<file path="src/rtl/bridge_buffer_ctrl.sv">
// ---------------------------------------------------------------------------
// bridge_buffer_ctrl
//   Control side of the west/north bridge buffer pair that sits between the
//   linear-projection producer and the systolic array. One tile at a time:
//   FILL (both sides written independently with a ready handshake), WAIT_SA
//   (hold until the array is ready), DRAIN (every stored word is read out
//   MODULES times, once per slice), FLUSH (let the read-latency pipeline
//   empty), then back to FILL with a one-cycle tile_done pulse.
//
// Ports
//   clk, rst_n              clock, asynchronous active-low reset
//   w_in_valid/w_in_ready   west producer handshake (ready only while filling)
//   n_in_valid/n_in_ready   north producer handshake
//   sa_ready                systolic array ready to start a drain
//   *_bank0_ena/wea/addra   buffer port A (write) controls per side
//   *_bank0_enb/addrb       buffer port B (read) controls per side
//   *_slicing_idx           slice select aligned with buffer dout
//   *_out_valid             buffer dout valid, RD_LATENCY after enb
//   tile_done               one-cycle pulse after the last valid beat
// ---------------------------------------------------------------------------

// One side (west or north) of the bridge: write counter with registered
// ready, read word/slice sequencer, and the read-latency alignment pipeline.
module bridge_side #(
  parameter int DEPTH      = 12,
  parameter int MODULES    = 4,
  parameter int AW         = 8,
  parameter int SW         = 2,
  parameter int RD_LATENCY = 2
) (
  input  logic          clk,
  input  logic          rst_n,
  input  logic          fill,
  input  logic          drain,
  input  logic          clear,
  input  logic          in_valid,
  output logic          in_ready,
  output logic          ena,
  output logic          wea,
  output logic [AW-1:0] addra,
  output logic          enb,
  output logic [AW-1:0] addrb,
  output logic [SW-1:0] slicing_idx,
  output logic          out_valid,
  output logic          full_next,
  output logic          issue_done_next,
  output logic          pending
);
  localparam logic [AW:0]   DEPTH_C    = (AW+1)'(DEPTH);
  localparam logic [AW-1:0] LAST_WORD  = AW'(DEPTH - 1);
  localparam logic [SW-1:0] LAST_SLICE = SW'(MODULES - 1);
  // Every pipeline stage except the output one; the output stage may still
  // be presenting the final beat on the cycle we leave FLUSH.
  localparam logic [RD_LATENCY-1:0] PEND_MASK = {RD_LATENCY{1'b1}} >> 1;

  logic [AW:0]           wr_cnt_reg, wr_cnt_next;
  logic                  ready_reg;
  logic                  accept;
  logic [AW-1:0]         word_reg;
  logic [SW-1:0]         slice_reg;
  logic                  done_reg;
  logic                  issue;
  logic                  last_slice;
  logic [RD_LATENCY-1:0] v_pipe_reg;
  logic [SW-1:0]         s_pipe_reg [RD_LATENCY];

  // Write side. The counter is one bit wider than the address so that
  // "full" (count == DEPTH) is representable for any DEPTH.
  assign accept      = fill && in_valid && ready_reg;
  assign wr_cnt_next = clear ? '0 : wr_cnt_reg + {{AW{1'b0}}, accept};
  assign full_next   = (wr_cnt_next == DEPTH_C);

  always_ff @(posedge clk or negedge rst_n) begin
    if (!rst_n) begin
      wr_cnt_reg <= '0;
      ready_reg  <= 1'b0;
    end else begin
      wr_cnt_reg <= wr_cnt_next;
      // Staying in FILL while this side still has room, or re-entering FILL.
      ready_reg  <= (fill && !full_next) || clear;
    end
  end

  assign in_ready = ready_reg;
  assign ena      = accept;
  assign wea      = accept;
  assign addra    = wr_cnt_reg[AW-1:0];

  // Read side: slice is the fast counter, word the slow one.
  assign issue           = drain && !done_reg;
  assign last_slice      = (slice_reg == LAST_SLICE);
  assign issue_done_next = done_reg || (issue && last_slice && (word_reg == LAST_WORD));

  always_ff @(posedge clk or negedge rst_n) begin
    if (!rst_n) begin
      word_reg  <= '0;
      slice_reg <= '0;
      done_reg  <= 1'b0;
    end else if (clear) begin
      word_reg  <= '0;
      slice_reg <= '0;
      done_reg  <= 1'b0;
    end else if (issue) begin
      if (last_slice) begin
        slice_reg <= '0;
        if (word_reg == LAST_WORD) begin
          done_reg <= 1'b1;
        end else begin
          word_reg <= word_reg + 1'b1;
        end
      end else begin
        slice_reg <= slice_reg + 1'b1;
      end
    end
  end

  assign enb   = issue;
  assign addrb = word_reg;

  // Alignment pipeline. Slice stages only load on a valid beat, so the
  // output stage naturally holds the last issued slice between beats.
  always_ff @(posedge clk or negedge rst_n) begin
    if (!rst_n) begin
      v_pipe_reg <= '0;
      for (int i = 0; i < RD_LATENCY; i++) begin
        s_pipe_reg[i] <= '0;
      end
    end else begin
      v_pipe_reg[0] <= issue;
      if (issue) begin
        s_pipe_reg[0] <= slice_reg;
      end
      for (int i = 1; i < RD_LATENCY; i++) begin
        v_pipe_reg[i] <= v_pipe_reg[i-1];
        if (v_pipe_reg[i-1]) begin
          s_pipe_reg[i] <= s_pipe_reg[i-1];
        end
      end
    end
  end

  assign out_valid   = v_pipe_reg[RD_LATENCY-1];
  assign slicing_idx = s_pipe_reg[RD_LATENCY-1];
  assign pending     = |(v_pipe_reg & PEND_MASK);
endmodule

module bridge_buffer_ctrl #(
  parameter int W_TOTAL_DEPTH   = 12,
  parameter int N_TOTAL_DEPTH   = 12,
  parameter int W_TOTAL_MODULES = 4,
  parameter int N_TOTAL_MODULES = 4,
  parameter int ADDR_WIDTH_W    = 8,
  parameter int ADDR_WIDTH_N    = 8,
  parameter int RD_LATENCY      = 2
) (
  input  logic                               clk,
  input  logic                               rst_n,
  input  logic                               w_in_valid,
  output logic                               w_in_ready,
  input  logic                               n_in_valid,
  output logic                               n_in_ready,
  input  logic                               sa_ready,
  output logic                               w_bank0_ena,
  output logic                               w_bank0_wea,
  output logic [ADDR_WIDTH_W-1:0]            w_bank0_addra,
  output logic                               w_bank0_enb,
  output logic [ADDR_WIDTH_W-1:0]            w_bank0_addrb,
  output logic [$clog2(W_TOTAL_MODULES)-1:0] w_slicing_idx,
  output logic                               n_bank0_ena,
  output logic                               n_bank0_wea,
  output logic [ADDR_WIDTH_N-1:0]            n_bank0_addra,
  output logic                               n_bank0_enb,
  output logic [ADDR_WIDTH_N-1:0]            n_bank0_addrb,
  output logic [$clog2(N_TOTAL_MODULES)-1:0] n_slicing_idx,
  output logic                               w_out_valid,
  output logic                               n_out_valid,
  output logic                               tile_done
);
  typedef enum logic [1:0] {S_FILL, S_WAIT_SA, S_DRAIN, S_FLUSH} state_t;

  state_t state_reg, state_next;
  logic   fill, drain, clear;
  logic   tile_done_reg;
  logic   w_full_next, n_full_next;
  logic   w_issue_done_next, n_issue_done_next;
  logic   w_pending, n_pending;

  always_ff @(posedge clk or negedge rst_n) begin
    if (!rst_n) begin
      state_reg     <= S_FILL;
      tile_done_reg <= 1'b0;
    end else begin
      state_reg     <= state_next;
      // Pulses on the first FILL cycle of the next tile.
      tile_done_reg <= clear;
    end
  end

  always_comb begin
    state_next = state_reg;
    clear      = 1'b0;
    case (state_reg)
      S_FILL:    if (w_full_next && n_full_next) state_next = S_WAIT_SA;
      S_WAIT_SA: if (sa_ready) state_next = S_DRAIN;
      S_DRAIN:   if (w_issue_done_next && n_issue_done_next) state_next = S_FLUSH;
      S_FLUSH: begin
        if (!w_pending && !n_pending) begin
          state_next = S_FILL;
          clear      = 1'b1;
        end
      end
      default:   state_next = S_FILL;
    endcase
  end

  assign fill      = (state_reg == S_FILL);
  assign drain     = (state_reg == S_DRAIN);
  assign tile_done = tile_done_reg;

  bridge_side #(
    .DEPTH      (W_TOTAL_DEPTH),
    .MODULES    (W_TOTAL_MODULES),
    .AW         (ADDR_WIDTH_W),
    .SW         ($clog2(W_TOTAL_MODULES)),
    .RD_LATENCY (RD_LATENCY)
  ) u_west (
    .clk             (clk),
    .rst_n           (rst_n),
    .fill            (fill),
    .drain           (drain),
    .clear           (clear),
    .in_valid        (w_in_valid),
    .in_ready        (w_in_ready),
    .ena             (w_bank0_ena),
    .wea             (w_bank0_wea),
    .addra           (w_bank0_addra),
    .enb             (w_bank0_enb),
    .addrb           (w_bank0_addrb),
    .slicing_idx     (w_slicing_idx),
    .out_valid       (w_out_valid),
    .full_next       (w_full_next),
    .issue_done_next (w_issue_done_next),
    .pending         (w_pending)
  );

  bridge_side #(
    .DEPTH      (N_TOTAL_DEPTH),
    .MODULES    (N_TOTAL_MODULES),
    .AW         (ADDR_WIDTH_N),
    .SW         ($clog2(N_TOTAL_MODULES)),
    .RD_LATENCY (RD_LATENCY)
  ) u_north (
    .clk             (clk),
    .rst_n           (rst_n),
    .fill            (fill),
    .drain           (drain),
    .clear           (clear),
    .in_valid        (n_in_valid),
    .in_ready        (n_in_ready),
    .ena             (n_bank0_ena),
    .wea             (n_bank0_wea),
    .addra           (n_bank0_addra),
    .enb             (n_bank0_enb),
    .addrb           (n_bank0_addrb),
    .slicing_idx     (n_slicing_idx),
    .out_valid       (n_out_valid),
    .full_next       (n_full_next),
    .issue_done_next (n_issue_done_next),
    .pending         (n_pending)
  );
endmodule

</file>
<file path="config.mk">
export PLATFORM = sky130hd
export DESIGN_NAME = bridge_buffer_ctrl
export DESIGN_NICKNAME = d
export VERILOG_FILES = /design/src/rtl/bridge_buffer_ctrl.sv
export SDC_FILE = /design/constraint.sdc
export NUM_CORES = 1
export LEC_CHECK = 0
export CORE_AREA = 3 3 114 116
export DETAILED_ROUTE_END_ITERATION = 6
export DIE_AREA = 0 0 117 119
export PLACE_DENSITY_LB_ADDON = 0.08
export SYNTH_ARGS = -nofsm -noshare
export SYNTH_HDL_FRONTEND = slang
export SYNTH_SLANG_ARGS = --single-unit
</file>
<file path="constraint.sdc">
create_clock -name clk -period 8.1 [get_ports clk]
set_input_delay 2.025 -clock clk [delete_from_list [all_inputs] [get_ports clk]]
set_output_delay 2.025 -clock clk [all_outputs]
set_load 0.005 [all_outputs]
</file>
Word level (Yosys, flattened, before mapping)
Cells that the tools add are included.
- add/sub/neg operators: 6
- eq/ne operators: 15
- multiplexer cells: 31
- reduce and logical (&&, ||, !) cells: 37
- operators with widths (operator ; count):
    2-to-1 mux 8 bit ; 8
    2-to-1 mux 2 bit ; 10
    adder 9 x 1 -> 9 bit ; 2
    == test 9 x 4 -> 1 bit (second input constant) ; 2
    2-to-1 mux 9 bit ; 2
    adder 8 x 1 -> 8 bit (second input constant) ; 2
    == test 8 x 4 -> 1 bit (second input constant) ; 2
    logical AND 1 bit ; 15
    inequality test 2 bit (second input constant) ; 6
    AND reduction 3 bit ; 4
    nonzero test 2 bit ; 6
    2-to-1 mux 1 bit ; 10
    == test 2 bit (second input constant) ; 4
    case mux 2 bit (4 select lines) ; 1
    logical NOT 1 bit ; 6
    adder 2 x 1 -> 2 bit (second input constant) ; 2
    logical OR 1 bit ; 4
    AND reduction 4 bit ; 1
    == test 2 x 1 -> 1 bit (second input constant) ; 1
    logical NOT 2 bit ; 1
- bits in registers: 57
- bits of input ports: 5
- output and inout port bits: 47
- logic and storage cells: 107

Depth between registers and ports, before layout
- depth in word-level cells: 9
- mapped depth: 11
- gate-level depth less buffers: 11

Cells and area by module
From an unflattened synthesis, not the netlist that was laid out.
- cell total of the unflattened synthesis: 274
- area, all modules: 2920.3 µm²
- modules (own cells, without submodules) (module ; times used ; cells each ; area each (µm²) ; seq. area each (µm²)):
    bridge_side at u_west ; 1 ; 129 ; 1352.5 ; 675.6
    bridge_side at u_north ; 1 ; 127 ; 1345.0 ; 675.6
    bridge_buffer_ctrl ; 1 ; 18 ; 222.7 ; 75.1

Least setup slack after synthesis
No wires, ideal clock.
- kind: input-to-output
- start: in n_in_valid
- end: out n_bank0_wea
- arrival: 2.341 ns
- required time: 6.075 ns
- setup slack: 3.734 ns
- stages: 2
- buffers on the path: 1
- path through: and3_1 > buf_4
- word-level cells in the longest chain between the ends: 2
- ends and longest elaborated chain (item ; line ; RTL):
    start, declared ; 160 ; input logic n_in_valid,
    logical AND 1 bit (2 in series) ; 69 ; assign accept = fill && in_valid && ready_reg;
    end, declared ; 170 ; output logic n_bank0_wea,
Every way passes these cells.

Worst setup path in the final report
- start: in w_in_valid
- end: out w_bank0_ena
- word-level cells in the longest chain between the ends: 2
- ends and longest elaborated chain (item ; line ; RTL):
    start, declared ; 158 ; input logic w_in_valid,
    logical AND 1 bit (2 in series) ; 69 ;
    end, declared ; 163 ; output logic w_bank0_ena,
Every way passes these cells.

==> metrics.txt <==
clock net sink count=57; GRT Overall Usage=10.3%; number of synthesized flops with an enable pin=0; Ports=52; Post-CTS Hold Buffers=0; Slew Viols, Final=0; final hold viol count=0; Final Cell Area=between 0.003 and 0.004 mm^2; postcts setup bufs=0; vias per cell=4.39; Initial Utilization=24.8%; clk buf depth=2; GRT overflow=0; Crit path largest cell delay=roughly 520 ps; asr flop ratio synth=100%; fin util=~31%; commonest non-fill, non-tap cells in the layout=dfrtp_1, clkdlybuf4s50_1, nor2_1; first-pass GRT wire length=approximately 11000 um; n_diodes=0; DRC=0; root buffer cell=clkbuf_16; Final min period=5210 ps; Crit path top cell by count=clkdlybuf4s50_1; CP Cell Sequence=clkdlybuf4s50_1 -> and3_1 -> clkdlybuf4s50_1; f_max=around 0.19 GHz; nature of the critical path startpoint=input port; CTS Buf Count=9; # setup viols final=0; skew final=around 2.9 ps; placed inst area=0.00347 mm^2; Final HPWL DP=4470 um; WL final=around 6600 um; ys flop type=dfrtp_1; Port Buffers=between 50 and 60; area grow syn2layout=26.0%; Nets=roughly 340; die width=about 120 um; Die ar.=between 0.01 and 0.015 mm^2; Slew @ Worst Pin=785 ps; DR vias=2086; DR WL/cell=roughly 14 um; largest net degree at the start of global routing=58; post-synthesis net count=310; critical path peak fanout=3; Mean Syn Cell Area=about 10 um^2; dpl cells=460; maxcap violations=0; Crit. End Element=output pin; antenna-violating nets left=0; Die Ht=119 um; PostCTS Resize Cnt=0; commonest non-fill, non-tap cell in the layout=dfrtp_1; Data required, critical path=between 6000 and 7000 ps; drt first pass iters=5; DR iter-0 viols=59; Final period util=~64%; H-tree Lvls=3; VDD IR-drop max=a little under 0.08 mV; core area=about 0.012 mm^2; Synth Register Bits=57; TritonCTS clock tree=built; row count=40; final std cells w/o fill=~480; Setup TNS=0 ps; vias in the first global route=roughly 2100; Mapped Area=0.00298 mm^2; Slew HR=between 40 and 50%; pwr dens=roughly 280 mW/mm^2; Synth Instances=just under 300; RD Place Congestion=approximately 0.73; Data arrival, critical path=between 3000 and 4000 ps; WS Path Type=in -> out; post-synth cell types=47; Slowest cell on crit path=clkdlybuf4s50_1; Clk pin slew, worst setup/hold paths=approximately 50 ps; RSZ-0062 raised after global routing=no; initial antenna violation count=0; run status=completed; Leak=1.70 nW; Yosys warning total=0; sequential area share after synthesis=between 40% and 50%; HP Class=reg -> reg; Worst-Skew Late Latency=between 300 and 400 ps; share of layout cells above drive strength 1=between 10% and 20%
## Yosys cell counts, types with 3 or more instances
cell,number,area (um^2)
a21oi_1,5,25.0
a31oi_1,4,25.0
and2_1,4,25.0
and3_1,9,56.3
buf_1,3,11.3
buf_2,4,20.0
buf_4,22,165
dfrtp_1,57,1430
ha_1,13,163
inv_1,6,22.5
mux2_2,6,67.6
mux2i_1,5,50.1
nand2_1,24,90.1
nand2b_1,3,18.8
nand3_1,15,75.1
nor2_1,38,143
nor3_1,3,15.0
o21a_1,4,30.0
o21ai_0,5,25.0
o21ai_1,4,20.0
or4_1,3,22.5
xnor2_1,10,87.6
xor2_1,16,140
## per-stage QoR
| step | worst slack, ps | hold slack, ps | power (mW) |
|---|---|---|---|
| floorplan | 3730 | 418 | 0.607 |
| global placement | 2900 | 460 | 0.726 |
| detailed placement | 2890 | 466 | 0.728 |
| CTS | 2880 | 478 | 1.09 |
| global route | 2850 | 498 | 1.15 |
| finish | 2890 | 475 | 1.07 |
## power by group
group | internal, mW | total [mW] | switching (mW)
Combinational | 0.157 | 0.325 | 0.168
Clock | 0.228 | 0.356 | 0.128
Sequential | 0.343 | 0.385 | 0.0420
Total | 0.728 | 1.07 | 0.338
## logic make-up after synthesis
group	after synthesis	synth area share, %
DFF	57	47.9
adders and majority gates	13	5.46
buffers and inverters	38	7.73
AOI/OAI and AO/OA	34	8.03
and+or+nand+nor	113	19.3
muxes	11	3.95
xor gates and xnor gates	26	7.65
## per-layer routing
metal  track usage (%)  vias to the layer above  wire, um
met1              14.1                      995      3290
li1                  -                     1045         -
met5                 0                        -         0
met4              4.09                        0       104
met3              2.85                       10       245
met2              15.2                       36      2970
## area by class of cell
| cell class | count | area (um^2) |
|---|---|---|
| multi-input combinational | 197 | 1320 |
| fill | 1258 | 8260 |
| inverter | 7 | 26.3 |
| tap | 147 | 184 |
| timing repair buffer | 52 | 513 |
| sequential | 57 | 1430 |
| clock buffer | 12 | 267 |
| clock inverter | 3 | 15.0 |
## critical path: cells and delay by family
family,cells,cell delay (ps)
AND/OR/NAND/NOR,1,200
buffers and inverters,2,970
## final timing paths
kind | slack, ps | endpoint | from | cells after the start
setup / recovery | 2890 | w_bank0_ena | w_in_valid | 3
hold / removal | 470 | u_west.s_pipe_reg[3] | u_west.s_pipe_reg[3] | 2
setup reg to reg | 5040 | state_reg[1] | state_reg[0] | 8
hold reg to reg | 470 | u_west.s_pipe_reg[3] | u_west.s_pipe_reg[3] | 2
max in group asynchronous | 5740 | u_north.addrb[1] | rst_n | 2
min in group asynchronous | 1860 | u_north.wr_cnt_reg[1] | rst_n | 2
(Power assumes the default switching activity.)
